<file path="config.mk">
export PLATFORM = sky130hd
export DESIGN_NAME = seq_alu
export DESIGN_NICKNAME = d
export VERILOG_FILES = /design/src/rtl/seq_alu.sv
export SDC_FILE = /design/constraint.sdc
export NUM_CORES = 1
export LEC_CHECK = 0
export CAP_MARGIN = 40
export CORE_ASPECT_RATIO = 1.25
export CORE_MARGIN = 3
export CORE_UTILIZATION = 60
export CTS_BUF_LIST = sky130_fd_sc_hd__clkbuf_8
export DETAILED_ROUTE_END_ITERATION = 10
export PLACE_DENSITY = 0.8
export SYNTH_ARGS = -nofsm -noshare
export SYNTH_HDL_FRONTEND = slang
export SYNTH_SLANG_ARGS = --single-unit
</file>
<file path="constraint.sdc">
create_clock -name clk -period 5.7 [get_ports clk]
set_clock_uncertainty 0.15 [all_clocks]
set_input_delay 0.57 -clock clk [delete_from_list [all_inputs] [get_ports clk]]
set_output_delay 0.57 -clock clk [all_outputs]
set_load 0.005 [all_outputs]
</file>
<file path="src/rtl/seq_alu.sv">
// -----------------------------------------------------------------------------
// seq_alu -- registered ALU with a multi-cycle shift-add multiplier.
//
// Operands are captured on an accepted start.  Single-cycle operations are
// evaluated in one EXEC cycle.  MUL runs WIDTH shift-add iterations.  Result
// and flags are held in flops until the next completion or reset.
//
// Ports
//   clk        : clock, rising edge
//   reset      : synchronous, active-high
//   start      : request, sampled only in IDLE
//   a, b       : operands (WIDTH), captured with start
//   op         : {Binvert, Operation[1:0]}
//                000 AND  001 OR  010 ADD  110 SUB
//                100 ANDN 101 ORN 111 SLT  011 MUL
//   busy       : an accepted operation is in flight
//   done       : one-cycle pulse when result/flags update
//   result     : registered result (WIDTH)
//   carry_out  : adder carry (ADD/SUB/SLT), else 0
//   overflow   : signed overflow (ADD/SUB/SLT), upper product != 0 (MUL)
//   zero       : result == 0
// -----------------------------------------------------------------------------
module seq_alu #(
   parameter int WIDTH = 32,
   parameter int CNT_W = 6
) (
   input  logic             clk,
   input  logic             reset,
   input  logic             start,
   input  logic [WIDTH-1:0] a,
   input  logic [WIDTH-1:0] b,
   input  logic [2:0]       op,
   output logic             busy,
   output logic             done,
   output logic [WIDTH-1:0] result,
   output logic             carry_out,
   output logic             overflow,
   output logic             zero
);

   typedef enum logic [1:0] {S_IDLE, S_EXEC, S_MUL, S_DONE} state_t;

   localparam logic [2:0]       OP_MUL   = 3'b011;
   localparam logic [CNT_W-1:0] CNT_LAST = CNT_W'(WIDTH - 1);

   state_t             state_q;
   logic [WIDTH-1:0]   a_q, b_q, mplier_q;
   logic [2:0]         op_q;
   logic [2*WIDTH-1:0] mcand_q, acc_q;
   logic [CNT_W-1:0]   cnt_q;

   logic               busy_q, done_q, carry_q, ovf_q, zero_q;
   logic [WIDTH-1:0]   result_q;

   // Single-cycle datapath, evaluated from the captured operands only
   logic [WIDTH-1:0]   bp;
   logic [WIDTH:0]     sum_w;
   logic               add_ov;
   logic [WIDTH-1:0]   alu_res;
   logic               alu_c, alu_v;

   always_comb begin
      bp      = op_q[2] ? ~b_q : b_q;
      // Carry-in equals Binvert: a + ~b + 1 is the two's-complement subtract
      sum_w   = {1'b0, a_q} + {1'b0, bp} + {{WIDTH{1'b0}}, op_q[2]};
      add_ov  = (a_q[WIDTH-1] == bp[WIDTH-1]) && (sum_w[WIDTH-1] != a_q[WIDTH-1]);
      alu_res = '0;
      alu_c   = 1'b0;
      alu_v   = 1'b0;
      case (op_q[1:0])
         2'b00: alu_res = a_q & bp;
         2'b01: alu_res = a_q | bp;
         2'b10: begin
            alu_res = sum_w[WIDTH-1:0];
            alu_c   = sum_w[WIDTH];
            alu_v   = add_ov;
         end
         default: begin
            // Only SLT reaches EXEC with Operation=11; sign of the true
            // difference is the sum MSB corrected by overflow
            alu_res = {{(WIDTH-1){1'b0}}, sum_w[WIDTH-1] ^ add_ov};
            alu_c   = sum_w[WIDTH];
            alu_v   = add_ov;
         end
      endcase
   end

   // Multiplier accumulate for the current iteration
   logic [2*WIDTH-1:0] acc_d;

   always_comb begin
      acc_d = acc_q + (mplier_q[0] ? mcand_q : '0);
   end

   always_ff @(posedge clk) begin
      if (reset) begin
         state_q  <= S_IDLE;
         a_q      <= '0;
         b_q      <= '0;
         op_q     <= '0;
         mplier_q <= '0;
         mcand_q  <= '0;
         acc_q    <= '0;
         cnt_q    <= '0;
         busy_q   <= 1'b0;
         done_q   <= 1'b0;
         carry_q  <= 1'b0;
         ovf_q    <= 1'b0;
         zero_q   <= 1'b1;
         result_q <= '0;
      end else begin
         done_q <= 1'b0;
         case (state_q)
            S_IDLE: begin
               if (start) begin
                  a_q    <= a;
                  b_q    <= b;
                  op_q   <= op;
                  busy_q <= 1'b1;
                  if (op == OP_MUL) begin
                     mcand_q  <= {{WIDTH{1'b0}}, a};
                     mplier_q <= b;
                     acc_q    <= '0;
                     cnt_q    <= '0;
                     state_q  <= S_MUL;
                  end else begin
                     state_q  <= S_EXEC;
                  end
               end
            end
            S_EXEC: begin
               result_q <= alu_res;
               carry_q  <= alu_c;
               ovf_q    <= alu_v;
               zero_q   <= (alu_res == '0);
               busy_q   <= 1'b0;
               done_q   <= 1'b1;
               state_q  <= S_DONE;
            end
            S_MUL: begin
               acc_q    <= acc_d;
               mcand_q  <= mcand_q << 1;
               mplier_q <= mplier_q >> 1;
               cnt_q    <= cnt_q + 1'b1;
               // Last iteration: publish straight from acc_d so the final
               // partial product is included
               if (cnt_q == CNT_LAST) begin
                  result_q <= acc_d[WIDTH-1:0];
                  carry_q  <= 1'b0;
                  ovf_q    <= |acc_d[2*WIDTH-1:WIDTH];
                  zero_q   <= (acc_d[WIDTH-1:0] == '0);
                  busy_q   <= 1'b0;
                  done_q   <= 1'b1;
                  state_q  <= S_DONE;
               end
            end
            default: begin
               // DONE: start is deliberately not sampled here
               state_q <= S_IDLE;
            end
         endcase
      end
   end

   assign busy      = busy_q;
   assign done      = done_q;
   assign result    = result_q;
   assign carry_out = carry_q;
   assign overflow  = ovf_q;
   assign zero      = zero_q;

endmodule
</file>
==> summary.md, run 1 <==
| Metric | Value |
|---|---|
| PwrDens | `321 nW/µm²` |
| DRT Pass-1 Iters | `6` |
| RSZ-0062 raised after global routing | `false` |
| H-tree lvl count | `2` |
| Port buffer count | `106` |
| Maximum VDD drop | `0.250 mV` |
| Worst-Margin Slew | `0.902 ns` |
| CTS tree | `done` |
| Post-CTS Resized | `0` |
| Worst Hold Class | `reg -> reg` |
| CP max FO | `31` |
| Max Slew Vio Count | `0` |
| Ant diodes | `0` |
| Hold_buf cts | `0` |
| Vias per inst | `6.19` |
| IO Pins | `107` |
| Vias in the first global route | `16994` |
| Worst setup EP type | `flop` |
| Setup TNS | `0 ns` |
| Post-Syn Area | `18100 µm²` |
| Top cell type by total area after synthesis | `dfxtp_1` |
| Synth warn | `0` |
| Row count | `70` |
| Placed Area | `19300 µm²` |
| Core Area | `29500 µm²` |
| Maximum clock frequency | `195 MHz` |
| Clock root buffer master | `clkbuf_8` |
| Most common cell after layout, fill and taps aside | `nand2_1` |
| Total Wirelength | `56900 µm` |
| FF-to-FF setup slack | `0.58 ns` |
| Crit. Startpoint | `mplier_q[0]` |
| Max Cap Violations | `0` |
| Global Route Usage Sum | `33.9%` |
| Gr ovfl total | `0` |
| Period utilisation layout | `89.7%` |
| Final WS setup | `0.584 ns` |
| Yosys reg bits | `272` |
| Fraction of layout cells with a size suffix above 1 | `5.85%` |
| Clk sinks | `272` |
| R2R depth | `14` |
| Die area | `32400 µm²` |
| Synth top area cells | `dfxtp_1, ha_1, nand2_1` |
| Critical Path AT | `5.47 ns` |
| Async SR Flop Fraction | `0%` |
| Lkg Pwr | `7.92 nW` |
| Largest net degree at the start of global routing | `150` |
| WHS | `0.307 ns` |
| Most frequent cells in the layout | `nand2_1, dfxtp_1, a21oi_1` |
| Bufs on Longest Clock Path | `3` |
| Synth Flop Type | `dfxtp_1` |
| Vias | `17682` |
| Die Wd | `162 µm` |
| Antenna violations before repair | `0` |
| Sequential-to-total area share from yosys stat | `30.0%` |
| Starting Density | `61.5%` |
| Syn Nets | `2622` |
| Cell count after synthesis | `2418` |
| Worst R2R Start | `mplier_q[0]` |
| Placer Congestion | `0.977` |
| ANT nets after route | `0` |
| Worst path required time | `6.06 ns` |
| Die Y | `200 µm` |
| Worst setup SP type | `flop` |
| Net count, final | `2633` |
| Final setup fails | `0` |
| Capture point of the worst path | `overflow` |
| Total CTS buffers | `45` |
| Syn Area/Cell | `7.50 µm²` |
| DR WL/cell | `19.9 µm` |
| Place WS | `0.626 ns` |
| Clock latency on the worst-skew pair | `0.61 ns` |
| Post-layout util | `68.4%` |
| Reg-to-reg endpoint | `overflow` |
| Residual DRC | `0` |
| Fin crit period | `5.12 ns` |
| CP Class | `reg -> reg` |
| Final Hold Vio Count | `0` |
| Number of DRC markers in iteration 0 | `1483` |
| Global-route wire length before repair | `89400 µm` |
| Clk pin slew, worst setup/hold paths | `0.07 ns` |
| Netlist cell types | `96` |
| Fin area | `20200 µm²` |
| Worst slew margin | `39.8%` |
| Post-synth EDFFs | `0` |
| Top-area cell type share of the netlist area | `30.0%` |
| Area Overhead vs Synth | `11.3%` |
| Status | `finished clean` |
| Final HPWL DP | `42200 µm` |
| Setup bufs post-CTS | `0` |
[cells by family after synthesis]
group           Yosys count  share of synthesized area (%)
compound gates          669                           23.9
buf+inv                 258                           5.93
simple gates            935                           23.4
mux                      32                           1.77
fa+ha+maj               134                           9.32
xor+xnor                118                           5.70
flops                   272                           30.0
[per-stage QoR]
stage / power (mW) / instances
finish: 6.49 / 2858
global route: 6.83 / 2858
CTS: 6.47 / 2858
detailed placement: 4.68 / 2778
global placement: 4.59 / 2774
floorplan: 3.88 / 2418
[area by class of cell]
type	count	area, µm²
clock inverter	25	166
multi-input combinational	1888	11700
fill	2563	9320
sequential	272	5450
tap	396	495
inverter	93	349
clock buffer	55	757
timing repair buffer	129	1310
[cells in the mapped netlist, types with 8 or more instances]
master	n
and3_1	9
a22oi_1	51
xor2_1	65
o21ai_0	77
nand3_1	104
or3_1	11
or4_1	8
a21o_1	30
nor2b_1	8
and2_1	75
o22ai_1	10
o21a_1	13
o21ai_1	13
inv_1	93
clkbuf_1	133
o211ai_1	20
nand4_1	42
ha_1	132
buf_1	10
nand2_1	421
a21oi_1	261
buf_2	9
nor4_1	9
nand2b_1	10
xnor2_1	53
dfxtp_1	272
a211oi_1	34
nor2_1	184
o21bai_1	17
nor3_1	27
buf_6	8
a31oi_1	61
mux2i_1	31
[worst max-delay path: stages (launching register included)]
cell and delay [ns]:
dfxtp_1 0.87, and2_1 0.24, ha_1 0.27, nand4_1 0.16
nor4_1 0.63, nand4b_1 0.34, nand3_1 0.23, nand2_1 0.20
o41ai_1 0.75, a221oi_2 0.13, xnor2_1 0.19, or4_1 0.52
nor2_1 0.10, nand4_1 0.09, and2_1 0.17
[worst min path at each step]
| stage | cells past startpoint | start | end |
|---|---|---|---|
| after floorplan | 2 | mcand_q[63] | mcand_q[63] |
| after global placement | 2 | result[29] | result[29] |
| after detailed placement | 2 | result[23] | result[23] |
| after CTS | 2 | result[23] | result[23] |
| after global routing | 2 | result[20] | result[20] |
| final | 2 | result[23] | result[23] |
[where the power goes]
group	switching, mW	total, mW	leakage [nW]	internal (mW)
combinational	1.59	2.44	5.17	0.850
sequential	0.168	2.26	2.21	2.09
clock	0.830	1.80	0.538	0.965
total	2.58	6.49	7.92	3.90
[metal layers]
layer	track usage [%]	wire, µm	vias up
met3	4.27	3510	161
met1	40.4	22200	8337
met2	59.0	27800	679
li1	-	-	8505
met5	0	0	-
met4	18.2	3360	0
[state kept, by name, summed over array words and instances (netlist names), 2 cells and up]
register	cells
a_q	32
acc_q	64
b_q	32
cnt_q	6
mcand_q	64
mplier_q	32
op_q	3
result	32
state_q	2
Note: power is estimated with default switching activity, not from simulation.
==> inputs of run 2 (changes only) <==
PLACE_DENSITY = 0.79   (was 0.8)
==> run 2 against run 1 <==
Sequential power is essentially flat; global-route usage down 0.32 points; worst setup slack improved by 0.053 ns; total power up 0.86%; non-clock buffer count increased by 1; register-to-register slack gained 0.05 ns; routed wire length fell by 0.47%; critical path depth unchanged; core utilization up 0.15 points; sequential share of layout area is 0.058 points lower; count of clock-buffer cells in the layout unchanged; clock power up 3%.
==> summary.md, run 2 (synthesized netlist as in run 1, its figures left out) <==
| Metric | Value |
|---|---|
| Uppermost routed layer | `met4` |
| DR WL/cell | `19.8 µm` |
| Post-CTS Resized | `0` |
| FF-to-FF setup slack | `0.64 ns` |
| Most common cell after layout, fill and taps aside | `nand2_1` |
| Place WS | `0.638 ns` |
| Final Non-Filler Cells | `2859` |
| RSZ-0062 raised after global routing | `false` |
| Final WS setup | `0.638 ns` |
| Final Hold Vio Count | `0` |
| Fin crit period | `5.06 ns` |
| Metal-1 WL | `22500 µm` |
| Clk sinks | `272` |
| Worst R2R Start | `mplier_q[0]` |
| Setup TNS | `0 ns` |
| Port buffer count | `106` |
| Starting Density | `61.5%` |
| Die Wd | `162 µm` |
| Biggest regs | `acc_q x64, mcand_q x64` |
| Worst hold path stage count | `2` |
| Maximum clock frequency | `198 MHz` |
| CP max FO | `31` |
| Hold path start | `result[23]` |
| Fin area | `20200 µm²` |
| Bufs on Longest Clock Path | `3` |
| Placer Congestion | `1.01` |
| H-tree lvl count | `2` |
| Total Wirelength | `56600 µm` |
| Clock root buffer master | `clkbuf_8` |
| Status | `finished clean` |
| CTS tree | `done` |
| Worst Hold Class | `reg -> reg` |
| Global-route wire length before repair | `88800 µm` |
| Ant diodes | `0` |
| Fraction of layout cells with a size suffix above 1 | `6.05%` |
| Total CTS buffers | `45` |
| DRT Pass-1 Iters | `7` |
| Worst setup EP type | `flop` |
| Max Slew Vio Count | `0` |
| Maximum VDD drop | `0.275 mV` |
| Antenna violations before repair | `0` |
| Routed wl met3 | `3440 µm` |
| Final setup fails | `0` |
| Total power | `6.54 mW` |
| Area Overhead vs Synth | `11.6%` |
| Largest net degree at the start of global routing | `141` |
| Worst setup SP type | `flop` |
| Critical Path AT | `5.42 ns` |
| Vias in the first global route | `16807` |
| Row count | `70` |
| Post-Place Cells | `2779` |
| R2R depth | `14` |
| Clk pin slew, worst setup/hold paths | `0.07 ns` |
| Most frequent cells in the layout | `nand2_1, dfxtp_1, a21oi_1` |
| Core Area | `29500 µm²` |
| # fillers | `2545` |
| PwrDens | `323 nW/µm²` |
| Hold EP | `result[23]` |
| Vias per inst | `6.19` |
| Gr ovfl total | `0` |
| Period utilisation layout | `88.8%` |
| CP Class | `reg -> reg` |
| WHS | `0.303 ns` |
| Die Y | `200 µm` |
| Metal2 WL | `27500 µm` |
| Worst path required time | `6.06 ns` |
| Clock latency on the worst-skew pair | `0.60 ns` |
| Setup bufs post-CTS | `0` |
| Die area | `32400 µm²` |
| Hold_buf cts | `0` |
| Worst slew margin | `37.9%` |
| Placed Area | `19300 µm²` |
| Worst-Margin Slew | `0.932 ns` |
| Max Cap Violations | `0` |
| Global Route Usage Sum | `33.6%` |
| Reg-to-reg endpoint | `overflow` |
| Residual DRC | `0` |
| ANT nets after route | `0` |
| Net count, final | `2634` |
| Post-layout util | `68.6%` |
| Final HPWL DP | `42400 µm` |
| Vias | `17684` |
| Lkg Pwr | `7.92 nW` |
| Number of DRC markers in iteration 0 | `1552` |
| IO Pins | `107` |
[run 2: changes by cell type in the layout (fill, tap and decap cells not counted), sizes merged]
| cell | change |
|---|---|
| buf | +1 |
| inv | -6 |
| clkinv | +4 |
| clkinvlp | +1 |
| bufinv | +1 |
[run 2: worst max path at each step]
stage	from	end	slack, ns	cells past startpoint
after floorplan	mplier_q[0]	overflow	1.74	15
after detailed placement	mplier_q[0]	overflow	0.64	14
final	mplier_q[0]	overflow	0.64	14
after global placement	mplier_q[0]	overflow	0.74	14
after global routing	mplier_q[0]	overflow	0.35	14
after CTS	mplier_q[0]	overflow	0.67	14
[run 2: area by class of cell]
class	count	area, µm²	area share, %
clock buffers	55	757	3.74
clock inverters	25	211	1.04
inverters	93	349	1.72
multi-input cells	1888	11700	57.7
flip-flops and latches	272	5450	26.9
well taps	396	495	2.45
repair buffers	130	1310	6.47
[run 2: where the power goes]
part           leakage, nW  switching, mW  internal (mW)
combinational         5.17           1.58          0.855
sequential            2.21          0.167           2.09
clock                0.542          0.835           1.02
[run 2: per-layer routing]
metal	up-vias	track usage, %
met5	-	0
met4	0	17.5
met3	162	4.31
met2	668	58.0
met1	8348	40.6
li1	8506	-
[run 2: worst max-delay path: stages (launching register included)]
cell and delay [ns]:
dfxtp_1 0.86, and2_1 0.24, ha_1 0.28, nand4_1 0.15, nor4_1 0.60, nand4b_1 0.33, nand3_1 0.22, nand2_1 0.20
o41ai_1 0.76, a221oi_2 0.13, xnor2_1 0.17, or4_1 0.51, nor2_1 0.09, nand4_1 0.09, and2_1 0.17
